==> src/rtl/decoder_pkg.sv <==
// Shared 3-to-8 decode constants and the one-hot helper.
// Reused by any block that turns a 3-bit select into strobes.
package decoder_pkg;

  localparam int IN_W  = 3;
  localparam int OUT_W = 2 ** IN_W;

  function automatic logic [OUT_W-1:0] onehot3(
    input logic [IN_W-1:0] sel
  );
    logic [OUT_W-1:0] one;
    one = {{(OUT_W-1){1'b0}}, 1'b1};
    return one << sel;
  endfunction

endpackage

==> src/rtl/decoder3to8_comb.sv <==
// Combinational 3-to-8 decode with selectable output polarity.
// Shared by the registered path and the same-cycle y_comb output.
module decoder3to8_comb
  import decoder_pkg::*;
#(
  parameter bit ACTIVE_LOW = 1'b0
) (
  input  logic [IN_W-1:0]  a,
  output logic [OUT_W-1:0] y_comb
);

  assign y_comb = onehot3(a) ^ {OUT_W{ACTIVE_LOW}};

endmodule

==> src/rtl/decoder3to8_b.sv <==
// Registered 3-to-8 one-hot decoder with enable and output-valid.
// y_comb is the ungated same-cycle decode of a.
module decoder3to8_b
  import decoder_pkg::*;
#(
  parameter bit ACTIVE_LOW = 1'b0
) (
  input  logic             clk,
  input  logic             rst_n,
  input  logic             en,
  input  logic [IN_W-1:0]  a,
  output logic [OUT_W-1:0] y_comb,
  output logic [OUT_W-1:0] y,
  output logic             y_valid
);

  localparam logic [OUT_W-1:0] IDLE = {OUT_W{ACTIVE_LOW}};

  logic [OUT_W-1:0] y_d;
  logic [OUT_W-1:0] y_q;
  logic             y_valid_d;
  logic             y_valid_q;

  decoder3to8_comb #(
    .ACTIVE_LOW(ACTIVE_LOW)
  ) u_comb (
    .a     (a),
    .y_comb(y_comb)
  );

  always_comb begin
    y_d       = IDLE;
    y_valid_d = 1'b0;
    if (en) begin
      y_d       = y_comb;
      y_valid_d = 1'b1;
    end
  end

  always_ff @(posedge clk or negedge rst_n) begin
    if (!rst_n) begin
      y_q       <= IDLE;
      y_valid_q <= 1'b0;
    end else begin
      y_q       <= y_d;
      y_valid_q <= y_valid_d;
    end
  end

  assign y       = y_q;
  assign y_valid = y_valid_q;

endmodule

==> config.mk <==
export PLATFORM = sky130hd
export DESIGN_NAME = decoder3to8_b
export DESIGN_NICKNAME = d
export VERILOG_FILES = /design/src/rtl/decoder_pkg.sv /design/src/rtl/decoder3to8_comb.sv /design/src/rtl/decoder3to8_b.sv
export SDC_FILE = /design/constraint.sdc
export NUM_CORES = 1
export LEC_CHECK = 0
export CORE_UTILIZATION = 33
export CTS_CLUSTER_DIAMETER = 120
export CTS_CLUSTER_SIZE = 8
export DETAILED_ROUTE_END_ITERATION = 8
export PLACE_DENSITY = 0.72
export SETUP_SLACK_MARGIN = 0.05
export SLEW_MARGIN = 20
export SYNTH_ARGS = -nofsm -noshare
export SYNTH_HDL_FRONTEND = slang
export SYNTH_SLANG_ARGS = --single-unit
==> constraint.sdc <==
create_clock -name clk -period 0.8 [get_ports clk]
set_input_delay 0.16 -clock clk [delete_from_list [all_inputs] [get_ports clk]]
set_output_delay 0.16 -clock clk [all_outputs]
set_load 0.05 [all_outputs]
### Word level (Yosys, flattened, before mapping)

Index checks and enable logic that the tools add are counted.

* muxes and demuxes: 2
* shift-type cells: 1

Operators with widths (number)
* $mux W8: 1
* $shl A1 B3 Y8 const A: 1
* $mux W1: 1

* bits in registers: 9
* output and inout port bits: 17

### Logic depth before layout (Yosys ltp)

Gate-level depths: netlist (run 1).

* depth after elaboration: 2
* depth in mapped cells: 2

### Hierarchy

A second synthesis (run 1) with hierarchy kept.

* cell total of the unflattened synthesis: 25
* area total of the unflattened synthesis: 340.3 µm²

By module, submodules not included
* decoder3to8_b: cells an instance 17, area an instance 275.3 µm², times used 1
* decoder3to8_comb: cells an instance 8, area an instance 65.1 µm², times used 1

### Least setup slack after synthesis (run 1)

No wires, ideal clock.

* kind: input to output
* start: input a[2]
* end: output y_comb[0]
* stages on the path: 2
* arrival time: 1.377 ns
* path buffers: 1
* slack: -0.737 ns
* required time: 0.640 ns
* cells stage by stage: buf_6 nor3_1

* cells in the longest elaborated chain, start to end: 1

Ends and longest elaborated chain
* start, declared: line decoder3to8_b.sv:11 `input logic [IN_W-1:0] a,`
* $shl A1 B3 Y8: line decoder_pkg.sv:13 `return one << sel;`
* end, declared: line decoder3to8_b.sv:12 `output logic [OUT_W-1:0] y_comb,`

Every way passes these cells.

### Final worst setup path (run 1)

* start: register y_q[4] (netlist: y[4])
* end: output y[4]

RTL lines
* start, declared: line decoder3to8_b.sv:20 `logic [OUT_W-1:0] y_q;`
* start signal, assigned: line decoder3to8_b.sv:45 `y_q <= y_d;`
* end, declared: line decoder3to8_b.sv:13 `output logic [OUT_W-1:0] y,`

No word-level cell between the ends.

==> results of run 1 <==
[kinds of logic after synthesis]
family | after synthesis | share of synthesized area [%]
and+or+nand+nor | 16 | 40.35
DFF | 9 | 51.87
buffers and inverters | 3 | 7.780
[per-stage QoR]
| stage | TNS (ns) | hold WS, ns | power, uW | instances | util (%) |
|---|---|---|---|---|---|
| 2_1_floorplan | -0.6011 | -0.1356 | 685.7 | 28 | - |
| 3_3_place_gp | -8.524 | 0.4532 | 854.7 | 67 | 75.85 |
| 3_5_place_dp | -9.499 | 0.4767 | 869.2 | 67 | 75.85 |
| 4_1_cts | -2.506 | 0.2096 | 1270 | 76 | 86.65 |
| 5_1_grt | -2.783 | 0.2218 | 1310 | 76 | 86.97 |
| 6_report | -2.505 | 0.2004 | 1275 | 76 | 86.97 |
[power breakdown]
part,leakage [uW],internal [uW],switching [uW],total (uW)
registers,0.000121,468,10.8,479
clock network,0.0000150,192,156,348
logic,0.000332,232,216,448
total,0.000468,892,383,1270
[state kept, by name, summed over array words and instances, names as in the netlist]
| register | count |
|---|---|
| y | 8 |
| y_valid | 1 |
[Yosys cell counts]
master,n,share of area [%]
buf_6,3,7.8
dfrtp_1,9,52
nor3b_2,3,8.6
and3b_1,3,6.1
and3_1,1,1.4
and4bb_2,3,8.6
nor3_1,1,1.2
nor4b_4,1,5.5
and4b_1,3,6.9
and4_1,1,2.0
[worst paths after layout]
check                       from    to  slack [ns]  depth (start not counted)
min in group clk            a[1]  y[0]        0.26                          3
max in group asynchronous  rst_n  y[0]        0.31                          1
min                        rst_n  y[5]        0.20                          1
max                         y[4]  y[4]       -0.18                          1
[metal layers]
metal / up-vias / part of all wire, % / track usage (%)
met5: - / 0 / 0
met4: 0 / 0 / 5.357
met3: 0 / 3.5 / 3.488
met2: 17 / 56 / 39.83
met1: 187 / 40 / 27.51
li1: 177 / - / -
[cell type report]
cell class	instances	share of cell area, %
clock buffers	4	2.580
multi-input cells	16	21.01
flip-flops and latches	9	22.11
well taps	14	1.720
repair buffers	33	52.58
[timing repair]
action	in CTS	in global routing
buffers inserted	5	0
hold buffers	0	0
pin swaps	5	2
gates resized for setup	33	1
setup endpoints to repair	25	17
[placed cells by master (no fill, tap or decap)]
cell type         n
and3_4            1
and3b_2           3
and4_1            1
and4b_1           3
and4bb_2          3
buf_12           20
buf_4             5
buf_6             3
buf_8             3
clkbuf_1          1
clkbuf_4          3
clkdlybuf4s50_1   1
dfrtp_1           9
dlygate4sd2_1     1
nor3_4            1
nor3b_4           3
nor4b_4           1
==> impl_metrics.csv, run 1 <==
group,metric,value,unit
placed_design,place_area,888.4,um2
final_layout,seq_area,225.2,um2
setup_path,crit_slowest_cell,"dfrtp_1",
final_layout,insertedDiodeCount,0,
setup_path,path_class,"reg -> out",
power_and_ir_drop,p_per_area,1252,nW/um2
job,max_cap_violations,0,
setup_path,critPathLaunchType,"flip-flop",
final_layout,drive_gt1_share,74.19,%
floorplanning,num_rows,12,
route,drt_wl_total,1458,um
yosys,ys_warn_count,0,
floorplanning,io_pins,23,
final_layout,multiInputGateArea,214.0,um2
yosys,ys_seq_area_share,51.87,%
route,vias,381,
setup_path,worstPathRequired,0.64,ns
placed_design,hpwl,917.6,um
setup_path,crit_arrival,0.82,ns
sta,fmax,1024,MHz
sta,final_hold_viol_count,0,
route,vias_per_cell,5.013,
sta,post-route-period-util,122.1,%
yosys,ys_ff_latch,9,
grt,overflow,0,
final_layout,num-fill-cells,49,
run_status,status,"finished with violations",
final_layout,fin_nets,69,
floorplanning,die_y,38.27,um
grt,grt_max_degree,10,
cts,cts-buffers-inserted,3,
sta,setup_viol_count_final,17,
floorplanning,start_util,37.07,%
power_and_ir_drop,p_leak,0.0004682,uW
grt,antenna_found_initial,0,
sta,max-slew-margin-rel,72.50,%
setup_path,crit_family,"flip-flops",
yosys,netlist_area,434.2,um2
yosys,avgSynthCellArea,15.51,um2
sta,rsz0062_at_grt,"yes",
grt,grt_pass1_wl,2076,um
sta,postLayoutSetupSlackWorst,-0.1770,ns
grt,grt_usage,22.25,%
route,wl_per_cell,19.18,um
setup_path,worstPathMaxFanout,1,
final_layout,final_cell_area,1018,um2
yosys,synth_cell_types,10,
yosys,syn_inst,28,
run_status,violations,"negative setup slack",
placed_design,io_buffers,22,
route,drtAntennaViolNets,0,
worst_hold_path,worst_hold_path_type,"in -> async",
floorplanning,die_w,38.27,um
setup_path,cpPeakStageDelay,0.40,ns
final_layout,synthToLayoutAreaGrowth,134.6,%
cts,cts-htree-levels,1,
setup_path,cp_cell_sequence,"buf_12",
setup_path,end_kind,"output pin",
yosys,synth_nets,34,
power_and_ir_drop,ir_worst_vdd,1.085,mV
cts,cts_tree,"done",
placed_design,gp_congestion,0.7769,
floorplanning,die-area,1465,um2
sta,slew_violations,0,
placed_design,dp_slack,-0.7248,ns
cts,clk_pin_slew_worst_paths,0.06,ns
cts,cts_root_buffer,"clkbuf_4",
route,first_pass_iters,4,
grt,grt_pass1_vias,380,
sta,tightest_slew,0.4112,ns
floorplanning,core_area,1171,um2
cts,cts.sink_count,9,
route,drtIter0Drc,6,
route,post-route-drc-count,0,
sta,finalCriticalPeriod,0.9770,ns
setup_path,crit_buf_inv,1,
cts,clk_path_buf_depth,2,
(Power assumes the default switching activity.)
==> run 2, diff against run 1 <==
--- a/config.mk
+++ b/config.mk
@@ -9,9 +9,9 @@
 export CTS_CLUSTER_DIAMETER = 120
 export CTS_CLUSTER_SIZE = 8
 export DETAILED_ROUTE_END_ITERATION = 8
-export PLACE_DENSITY = 0.72
+export PLACE_DENSITY = 0.68
+export RECOVER_POWER = 100
 export SETUP_SLACK_MARGIN = 0.05
-export SLEW_MARGIN = 20
 export SYNTH_ARGS = -nofsm -noshare
 export SYNTH_HDL_FRONTEND = slang
 export SYNTH_SLANG_ARGS = --single-unit
==> impl_metrics.csv, run 2 (synthesized netlist as in run 1, its figures left out) <==
group,metric,value,unit
run_status,status,"finished with violations",
run_status,violations,"negative setup slack",
sta,max-slew-margin-rel,75.27,%
route,drt_wl_total,1523,um
cts,clk_path_buf_depth,2,
route,drtIter0Drc,8,
power_and_ir_drop,clock_power_share,27.1,%
route,wl_per_cell,20.04,um
route,post-route-drc-count,0,
final_layout,final_cell_mix,"buf_12, dfrtp_1, buf_6",
setup_path,worstPathMaxFanout,1,
power_and_ir_drop,p_per_area,1257,nW/um2
setup_path,critPathLaunchType,"flip-flop",
cts,cts_root_buffer,"clkbuf_4",
sta,slew_violations,0,
cts,cts.sink_count,9,
final_layout,mostFrequentLayoutCell,"buf_12",
sta,setup_tns,-2.238,ns
placed_design,io_buffers,22,
power_and_ir_drop,ir_worst_vdd,0.7114,mV
sta,post-route-period-util,122.2,%
final_layout,drive_gt1_share,74.19,%
grt,overflow,0,
setup_path,path_class,"reg -> out",
floorplanning,num_rows,12,
sta,finalCriticalPeriod,0.9777,ns
cts,cts-htree-levels,1,
grt,grt_max_degree,10,
final_layout,insertedDiodeCount,0,
grt,grt_pass1_vias,388,
route,vias,385,
sta,postLayoutSetupSlackWorst,-0.1777,ns
route,drtAntennaViolNets,0,
setup_path,worstPathRequired,0.64,ns
sta,tightest_slew,0.3697,ns
power_and_ir_drop,combPwrFrac,34.6,%
placed_design,gp_congestion,0.7087,
power_and_ir_drop,intPower,880.6,uW
floorplanning,io_pins,23,
placed_design,dp_slack,-0.6749,ns
final_layout,fin_nets,69,
sta,rsz0062_at_grt,"yes",
grt,grt_pass1_wl,2049,um
setup_path,cp_cell_sequence,"buf_12",
setup_path,crit_buf_inv,1,
sta,setup_viol_count_final,17,
sta,fmax,1023,MHz
power_and_ir_drop,seq_power_share,38.3,%
floorplanning,start_util,37.07,%
worst_hold_path,worst_hold_path_type,"in -> async",
power_and_ir_drop,switchingPower,369.5,uW
setup_path,cpPeakStageDelay,0.40,ns
power_and_ir_drop,p_leak,0.0004578,uW
cts,cts-buffers-inserted,3,
floorplanning,die_y,38.27,um
floorplanning,core_area,1171,um2
setup_path,end_kind,"output pin",
sta,final_hold_viol_count,0,
floorplanning,die-area,1465,um2
cts,cts_hold_buf,0,
route,first_pass_iters,3,
grt,antenna_found_initial,0,
setup_path,crit_slowest_cell,"dfrtp_1",
cts,clk_pin_slew_worst_paths,0.06,ns
placed_design,hpwl,773.4,um
setup_path,crit_family,"flip-flops",
job,max_cap_violations,0,
setup_path,crit_arrival,0.82,ns
cts,cts_tree,"done",
power_and_ir_drop,swShare,29.56,%
final_layout,synthToLayoutAreaGrowth,129.1,%
final_layout,largest_reg_flops,8,
floorplanning,die_w,38.27,um
grt,grt_usage,22.44,%
route,vias_per_cell,5.066,
-- run 2: cell count changes in the layout (fill, tap and decap cells not counted) --
cell             before  now
buf_6                 3    5
buf_12               20   19
buf_4                 5    4
buf_8                 3    2
clkbuf_2              0    1
clkdlybuf4s50_1       1    0
dlygate4sd3_1         0    1
nor4b_2               0    1
nor4b_4               1    0
-- run 2: path summary, 6_finish.rpt --
check / startpoint / end / cells after the start
min: rst_n / y[6] / 1
max in group asynchronous: rst_n / y[3] / 1
max: y[1] / y[1] / 1
min in group clk: en / y_valid / 1
-- run 2: layer usage --
metal | part of all wire [%] | vias to the layer above | track usage [%]
met1 | 41 | 193 | 27.86
met2 | 52 | 15 | 37.71
met3 | 5.1 | 2 | 1.744
met5 | 0 | - | 0
met4 | 0.92 | 0 | 13.39
li1 | - | 175 | -
-- run 2: area by class of cell --
type	instances	area, um2
repair buffers	33	520.5
flip-flops and latches	9	225.2
multi-input cells	16	205.2
fillers	63	176.4
clock buffers	4	26.28
well taps	14	17.52
-- run 2: repair_timing --
item / CTS / global route
setup endpoints to repair: 25 / 17
buffers inserted: 3 / 2
pin swaps: 5 / 2
gates resized for setup: 27 / 5
-- run 2: per-stage QoR --
| stage | util (%) | total power, uW | std cells | hold WS [ns] | area [um2] |
|---|---|---|---|---|---|
| 2_1_floorplan | - | 685.7 | 28 | -0.1356 | 495.5 |
| 3_3_place_gp | 75.85 | 855.4 | 67 | 0.4500 | 888.4 |
| 3_5_place_dp | 75.85 | 864.1 | 67 | 0.4707 | 888.4 |
| 4_1_cts | 82.80 | 1227 | 74 | 0.1944 | 969.7 |
| 5_1_grt | 84.94 | 1298 | 76 | 0.2847 | 994.7 |
| 6_report | 84.94 | 1250 | 76 | 0.2485 | 994.7 |
-- run 2: power by group through the flow --
stage	logic (uW)	registers, uW	clock network, uW
after floorplan	159	527	0
after global placement	368	487	0
after detailed placement	377	488	0
after CTS	405	479	343
after global routing	448	480	370
final	432	479	339
